## config.mk

```make
export PLATFORM = sky130hd
export DESIGN_NAME = dac_cfg_sequencer
export DESIGN_NICKNAME = d
export VERILOG_FILES = /design/src/rtl/dac_cfg_pkg.sv /design/src/rtl/cfg_stable_detect.sv /design/src/rtl/dac_cfg_sequencer.sv
export SDC_FILE = /design/constraint.sdc
export NUM_CORES = 1
export LEC_CHECK = 0
export ABC_AREA = 1
export CORE_MARGIN = 2
export CORE_UTILIZATION = 53
export DETAILED_ROUTE_END_ITERATION = 10
export DONT_BUFFER_PORTS = 1
export GPL_TIMING_DRIVEN = 0
export PLACE_DENSITY = 0.68
export SLEW_MARGIN = 40
export SYNTH_ARGS = -nofsm -noshare
export SYNTH_HDL_FRONTEND = slang
export SYNTH_HIERARCHICAL = 1
export SYNTH_SLANG_ARGS = --single-unit
```

## constraint.sdc

```tcl
create_clock -name aclk -period 4 [get_ports aclk]
set_input_delay 0.8 -clock aclk [delete_from_list [all_inputs] [get_ports aclk]]
set_output_delay 0.8 -clock aclk [all_outputs]
set_load 0.005 [all_outputs]
```

## src/rtl/dac_cfg_pkg.sv

```systemverilog
// Shared types and constants for the DAC tuning-word configuration sequencer.
package dac_cfg_pkg;

  localparam int NIB_W = 4;

  localparam logic [NIB_W-1:0] COMMIT_KEY = 4'hA;
  localparam logic [NIB_W-1:0] CLEAR_KEY  = 4'h0;

  typedef enum logic {
    IDLE  = 1'b0,
    OFFER = 1'b1
  } cfg_state_t;

  typedef struct packed {
    logic [NIB_W-1:0] addr;
    logic [NIB_W-1:0] data;
  } cfg_pair_t;

endpackage

```

## src/rtl/cfg_stable_detect.sv

```systemverilog
// Turns the strobeless adapter addr/data pair into a one-cycle write pulse once
// a new pair has been held stable long enough. The reset pair {0,0} is treated
// as already written, so only a change on the inputs can produce a write.
module cfg_stable_detect
  import dac_cfg_pkg::*;
#(
  parameter int STABLE_CYCLES = 4
) (
  input  logic             aclk,
  input  logic             rst,
  input  logic [NIB_W-1:0] addr_i,
  input  logic [NIB_W-1:0] data_i,
  output logic [NIB_W-1:0] addr_o,
  output logic [NIB_W-1:0] data_o,
  output logic             wr_pulse_o
);

  localparam int               CNT_W   = $clog2(STABLE_CYCLES + 1);
  localparam logic [CNT_W-1:0] CNT_SAT = CNT_W'(STABLE_CYCLES);
  localparam logic [CNT_W-1:0] CNT_ARM = CNT_W'(STABLE_CYCLES - 1);

  cfg_pair_t        pair_q;
  cfg_pair_t        prev_q;
  logic [CNT_W-1:0] cnt_q;
  logic [CNT_W-1:0] cnt_d;
  logic             same;

  assign same = (pair_q == prev_q);

  // Stability counter: restart on any change, otherwise count up and saturate.
  always_comb begin
    cnt_d = cnt_q;
    if (!same) begin
      cnt_d = '0;
    end else if (cnt_q != CNT_SAT) begin
      cnt_d = cnt_q + CNT_W'(1);
    end
  end

  // Input pair register, its one-cycle history and the counter.
  always_ff @(posedge aclk) begin
    if (rst) begin
      pair_q <= '0;
      prev_q <= '0;
      cnt_q  <= CNT_SAT;
    end else begin
      pair_q <= cfg_pair_t'({addr_i, data_i});
      prev_q <= pair_q;
      cnt_q  <= cnt_d;
    end
  end

  assign wr_pulse_o = same && (cnt_q == CNT_ARM);
  assign addr_o     = pair_q.addr;
  assign data_o     = pair_q.data;

endmodule

```

## src/rtl/dac_cfg_sequencer.sv

```systemverilog
// Collects tuning-word nibbles from the JTAG adapter into a shadow bank and
// offers the committed word to the MASH 1-1 modulator over valid/ready.
// Optional build macro DAC_CFG_STATUS_EN adds the commit_count status port.
//
//   state | meaning
//   IDLE  | no word offered; a commit or pending request loads the shadow bank
//   OFFER | m_tune_data/m_tune_valid held until the modulator takes the word
module dac_cfg_sequencer
  import dac_cfg_pkg::*;
#(
  parameter int               NIB_COUNT     = 6,
  parameter int               STABLE_CYCLES = 4,
  parameter logic [NIB_W-1:0] COMMIT_ADDR   = 4'hF
) (
`ifdef DAC_CFG_STATUS_EN
  output logic [7:0]             commit_count,
`endif
  input  logic                   aclk,
  input  logic                   rst,
  input  logic [NIB_W-1:0]       cfg_addr,
  input  logic [NIB_W-1:0]       cfg_data,
  output logic [NIB_W*NIB_COUNT-1:0] m_tune_data,
  output logic                   m_tune_valid,
  input  logic                   m_tune_ready,
  output logic                   busy,
  output logic                   err_addr
);

  localparam int               TW        = NIB_W * NIB_COUNT;
  localparam logic [NIB_W-1:0] NIB_LIMIT = NIB_W'(NIB_COUNT);

  logic [NIB_W-1:0] wr_addr;
  logic [NIB_W-1:0] wr_data;
  logic             wr_pulse;

  cfg_stable_detect #(
    .STABLE_CYCLES(STABLE_CYCLES)
  ) u_stable (
    .aclk      (aclk),
    .rst       (rst),
    .addr_i    (cfg_addr),
    .data_i    (cfg_data),
    .addr_o    (wr_addr),
    .data_o    (wr_data),
    .wr_pulse_o(wr_pulse)
  );

  logic [NIB_COUNT-1:0][NIB_W-1:0] shadow_q;
  logic [NIB_COUNT-1:0][NIB_W-1:0] shadow_d;
  logic                            err_q;
  logic                            err_d;
  logic                            commit_req;

  // Write decode: shadow nibbles, commit/clear keys, unmapped-address flag.
  always_comb begin
    shadow_d   = shadow_q;
    err_d      = err_q;
    commit_req = 1'b0;
    if (wr_pulse) begin
      if (wr_addr < NIB_LIMIT) begin
        for (int i = 0; i < NIB_COUNT; i++) begin
          if (wr_addr == NIB_W'(i)) shadow_d[i] = wr_data;
        end
      end else if (wr_addr == COMMIT_ADDR) begin
        if (wr_data == COMMIT_KEY) begin
          commit_req = 1'b1;
        end else if (wr_data == CLEAR_KEY) begin
          err_d = 1'b0;
        end
      end else begin
        err_d = 1'b1;
      end
    end
  end

  // Shadow bank and sticky error flag.
  always_ff @(posedge aclk) begin
    if (rst) begin
      shadow_q <= '0;
      err_q    <= 1'b0;
    end else begin
      shadow_q <= shadow_d;
      err_q    <= err_d;
    end
  end

  cfg_state_t    state_q;
  cfg_state_t    state_d;
  logic          pending_q;
  logic          pending_d;
  logic          load;
  logic [TW-1:0] word_q;

  // State register with the offered word and the single pending commit.
  always_ff @(posedge aclk) begin
    if (rst) begin
      state_q   <= IDLE;
      pending_q <= 1'b0;
      word_q    <= '0;
    end else begin
      state_q   <= state_d;
      pending_q <= pending_d;
      if (load) word_q <= shadow_q;
    end
  end

  // Next state: a commit seen mid-offer is remembered once and replayed from IDLE.
  always_comb begin
    state_d   = state_q;
    pending_d = pending_q;
    load      = 1'b0;
    case (state_q)
      IDLE: begin
        if (commit_req || pending_q) begin
          load      = 1'b1;
          pending_d = 1'b0;
          state_d   = OFFER;
        end
      end
      OFFER: begin
        if (commit_req) pending_d = 1'b1;
        if (m_tune_ready) state_d = IDLE;
      end
      default: state_d = IDLE;
    endcase
  end

  // Outputs depend on registered state only, never on ready.
  always_comb begin
    m_tune_valid = (state_q == OFFER);
    busy         = (state_q == OFFER) || pending_q;
  end

  assign m_tune_data = word_q;
  assign err_addr    = err_q;

`ifdef DAC_CFG_STATUS_EN
  logic [7:0] count_q;

  // Completed handshakes, wrapping at 256.
  always_ff @(posedge aclk) begin
    if (rst) begin
      count_q <= 8'd0;
    end else if ((state_q == OFFER) && m_tune_ready) begin
      count_q <= count_q + 8'd1;
    end
  end

  assign commit_count = count_q;
`endif

endmodule

```

# Yosys cells after proc, flatten, opt, wreduce, memory -nomap -nowiden
# Cells that the tools add are included.
# word_totals
ff_bits,70
elab_cells,66
# classes
add_sub_neg,1
n_lt_le_gt_ge,1
n_eq_ne,15
mux,16
bitwise,3
n_reduce_logical,14
# op_table
op,count
$reduce_and A3 Y1,6
$mux W1,12
$eq A4 B2 Y1 const B,2
$eq A4 B3 Y1 const B,2
$eq A4 B4 Y1 const B,2
$eq A8 B8 Y1,1
$logic_not A4 Y1,2
$ne A2 B2 Y1 const B,4
$mux W3,2
$eq A4 B1 Y1 const B,1
$lt A4 B3 Y1 const B,1
$pmux W1 S2,2
$reduce_and A4 Y1,1
$add A3 B1 Y3 const B,1
$eq A3 B2 Y1 const B,1
$ne A3 B3 Y1 const B,1
$not A1 Y1,3
$logic_or A1 B1 Y1,2
$ne A2 B1 Y1 const B,1
$reduce_and A2 Y1,1
$reduce_or A2 Y1,1
$logic_and A1 B1 Y1,1

# Logic depth before layout (Yosys ltp)
# logic_depth
word_depth,8
depth_mapped,12
ltp_nobuf,11

# Cells and area by module
# Netlist, hierarchy kept.
# by_module_without_submodules
module,instances,cells_each,area_per_inst_um2
dac_cfg_sequencer,1,273,2053.2
cfg_stable_detect,1,101,749.5

# Worst setup path after synthesis
# No wires, ideal clock.
# synth_timing
path_kind,reg2reg
from,"register u_stable.pair_q, in the netlist u_stable/data_o[1]"
to,register shadow_q[0] (netlist bit)
arrival_time_ns,1.573
setup_slack_ns,2.304
path_stages_with_launch,11
n_path_buf,0
cell_sequence,dfxtp_1 nand2_1 nand2_1 nand2_1 nor2_2 and3_2 nand2_1 nor2_1 nand3_1 o21ai_0 a21oi_1
# synth_via
elab_chain_len,3
# synth_rtl
element,line,source
start: declaration,cfg_stable_detect.sv:22,cfg_pair_t pair_q;
start signal: assignment,cfg_stable_detect.sv:47,"pair_q <= cfg_pair_t'({addr_i, data_i});"
$eq A8 B8 Y1,cfg_stable_detect.sv:28,assign same = (pair_q == prev_q);
$logic_and A1 B1 Y1,cfg_stable_detect.sv:53,assign wr_pulse_o = same && (cnt_q == CNT_ARM);
named net wr_pulse,dac_cfg_sequencer.sv:34,logic wr_pulse;
$reduce_and A3 Y1 (no source line),n/a,
end signal: assignment,dac_cfg_sequencer.sv:82,shadow_q <= shadow_d;
end: declaration,dac_cfg_sequencer.sv:48,logic [NIB_COUNT-1:0][NIB_W-1:0] shadow_q;
# The timed path passes the listed nets, and every way through them passes these cells.
# A chain may end at the register's enable or synchronous reset.

# Final worst setup path
# layout_timing
from,"register u_stable.pair_q, in the netlist u_stable/data_o[3]"
to,register shadow_q[8] (netlist bit)
# The elaborated chain is that of the path after synthesis.

==> results.toml <==
[outcome]
status = "completed"

[placed_design]
dpl.hpwl_mm = 3.892
place_area_mm2 = 0.002890
gp_congestion = 0.7894
port_buffers = 0

[clock_network]
cts_max_path_buffers = 2
cts-root-buf = "clkbuf_8"
cts.sinks = 70
htree_levels = 3
cts_tree = "done"
ctsHoldBuffers = 0
ctsResizeCount = 0
post_cts_buffers = 0
insertion_delay_ns = 0.34
cts_made_buffers = 9
clk_pin_slew_worst_paths_ns = 0.07

[synth]
synthFlopType = "dfxtp_1"
ys_ff_latch = 70
async_flop_share = 0
synth_edf_count = 0
synth_area_mm2 = 0.002803
synth_top_area_frac = 0.5000
syn_inst = 374
ys_warn_count = 6
synth_fp_nets = 388
ys_types = 24
yosys.area.top_type = "dfxtp_1"
yosys.cell_count.top_type = "dfxtp_1"
netlist_top_cells_count = "dfxtp_1, inv_1, nand2_1"
ys_seq_area_frac = 0.5000
synthTopCellsByArea = "dfxtp_1, a21oi_1, inv_1"
syn_avg_cell_area_um2 = 7.494

[power_and_ir_drop]
power.share.clock = 0.394
ir_drop_mv = 0.3624
p_int_uw = 978.4
p_switching_uw = 286.7
cellPowerDensity_mw_per_mm2 = 413.7
power.share.sequential = 0.567
comb_power_share = 0.039
cellLeakagePower_nw = 1.242
p_sw_frac = 0.2266

[finish]
areaGrowthSynthToFinish_pct = 9.107
final_util = 0.5987
n_fill_cell = 509
drive_above_1_share = 0.07969
fin_area_mm2 = 0.003058
final_nets = 399
diodes = 0

[grt]
grt_use_total = 0.2038
grt_pass1_vias = 2061
grt_start_max_net_pins = 11
grt_antenna_before_repair = 0
grt-ovfl-total = 0
grt_pass1_wl_mm = 9.494

[timing]
fin_crit_ns = 2.167
fin_skew_ns = 0.004407
fin_tns_setup_ns = 0
hold_violations = 0
slew_violations = 0
fmax_mhz = 461.5
grt_setup_unrepaired = "no"
tightest_slew_ns = 0.4762
final.period_utilization = 0.5417
relSlewSlack = 0.6821
setup_violations = 0

[floorplanning]
core_area_mm2 = 0.005107
std_cell_rows = 26
initial_utilization = 0.5488
ioPinCount = 38
die_y_um = 76.72
die_area_mm2 = 0.005886
dieWidth_um = 76.72

[critical_path]
critPathRequiredTime_ns = 4.22
start_kind = "register"
crit_arrival_ns = 2.38
end_kind = "register"
critPathMaxFanout = 10
worst-setup-path-type = "register to register"

[route]
ant_nets = 0
dr.pass1.iters = 7
vias = 2251
drtIter0Drc = 116
vias_per_cell = 4.904
avgRoutedWirePerCell_um = 12.32
drc = 0
wirelength_mm = 5.653

[flow_run]
drv_cap = 0

[hold_path]
holdCritPathClass = "register to register"
[power by group through the flow]
stage,registers (mW),logic (mW),clock network (mW)
2_1_floorplan,0.728,0.0408,0
3_3_place_gp,0.732,0.0483,0
3_5_place_dp,0.732,0.0495,0
4_1_cts,0.717,0.0499,0.510
5_1_grt,0.718,0.0589,0.543
6_report,0.717,0.0495,0.499
[sequential cells by signal (all words and copies together), names as in the netlist]
register / flops
u_stable/data_o: 4
pending_q: 1
u_stable/cnt_q: 3
shadow_q: 24
m_tune_valid: 1
m_tune_data: 24
u_stable/prev_q: 8
u_stable/addr_o: 4
err_addr: 1
[through the flow]
| stage | total power [mW] | setup WS [ns] | cells | hold slack [ns] |
|---|---|---|---|---|
| 4_1_cts | 1.277 | 1.835 | 459 | 0.4572 |
| 3_5_place_dp | 0.7819 | 1.854 | 444 | 0.4468 |
| 6_report | 1.265 | 1.833 | 459 | 0.4561 |
| 3_3_place_gp | 0.7807 | 1.895 | 444 | 0.4413 |
| 2_1_floorplan | 0.7691 | 2.304 | 374 | 0.4300 |
| 5_1_grt | 1.319 | 1.568 | 459 | 0.4801 |
[final timing paths]
kind / from / to / slack [ns] / cells past startpoint
max: u_stable/data_o[3] / shadow_q[8] / 1.83 / 9
min reg2reg: shadow_q[2] / shadow_q[2] / 0.46 / 2
max reg2reg: u_stable/data_o[3] / shadow_q[8] / 1.83 / 9
min: shadow_q[2] / shadow_q[2] / 0.46 / 2
[final cells by class]
class / instances / area (µm²) / area share
Buffer: 17 / 106.4 / 0.03478
Clock buffer: 14 / 162.7 / 0.05319
Clock inverter: 1 / 5.005 / 0.001637
Inverter: 60 / 225.2 / 0.07365
Multi-Input combinational cell: 227 / 1070 / 0.3498
Sequential cell: 70 / 1401 / 0.4583
Tap cell: 70 / 87.58 / 0.02864
[worst max-delay path, cell delays in order, from the launching register on]
cell	delay, ns
dfxtp_1	0.62
xnor2_1	0.17
nand2_1	0.08
nor2_2	0.11
and3_2	0.22
nand2_1	0.10
nor2_1	0.17
nand3_1	0.25
o21ai_0	0.26
a21oi_1	0.06
[cells by family after synthesis]
logic type / after synthesis / synth area share
AOI/OAI and AO/OA: 77 / 0.1375
xor gates and xnor gates: 4 / 0.01250
adders and majority gates: 3 / 0.01339
buffers and inverters: 77 / 0.1183
DFF: 70 / 0.5000
and+or+nand+nor: 143 / 0.2183
[layer usage]
metal	vias up	routed length, µm	track usage
met1	977	2642	0.2528
met5	-	0	0
met3	16	296	0.04588
met2	63	2548	0.3254
li1	1195	-	-
met4	0	165	0.1182
[placed cells by master (no fill, tap or decap)]
| master | synthesis | layout |
|---|---|---|
| a21oi_1 | 50 | 50 |
| buf_1 | 1 | 1 |
| nand3_1 | 30 | 30 |
| clkbuf_1 | 7 | 10 |
| and3_2 | 1 | 1 |
| clkinv_1 | 1 | 1 |
| buf_6 | 5 | 5 |
| xor2_1 | 1 | 1 |
| nor3_1 | 1 | 1 |
| xnor2_1 | 3 | 3 |
| nand2_1 | 56 | 56 |
| nor3_2 | 1 | 1 |
| clkinv_2 | 0 | 1 |
| nand2_4 | 1 | 1 |
| or2_2 | 1 | 1 |
| nor2_2 | 3 | 3 |
| inv_2 | 2 | 2 |
| nand3_2 | 1 | 1 |
| ha_1 | 3 | 3 |
| and3_1 | 1 | 1 |
| nor2_1 | 47 | 47 |
| o21ai_0 | 27 | 27 |
| buf_2 | 4 | 4 |
| clkbuf_8 | 0 | 11 |
| dfxtp_1 | 70 | 70 |
| inv_1 | 57 | 57 |
Note: power is estimated with default switching activity, not from simulation.
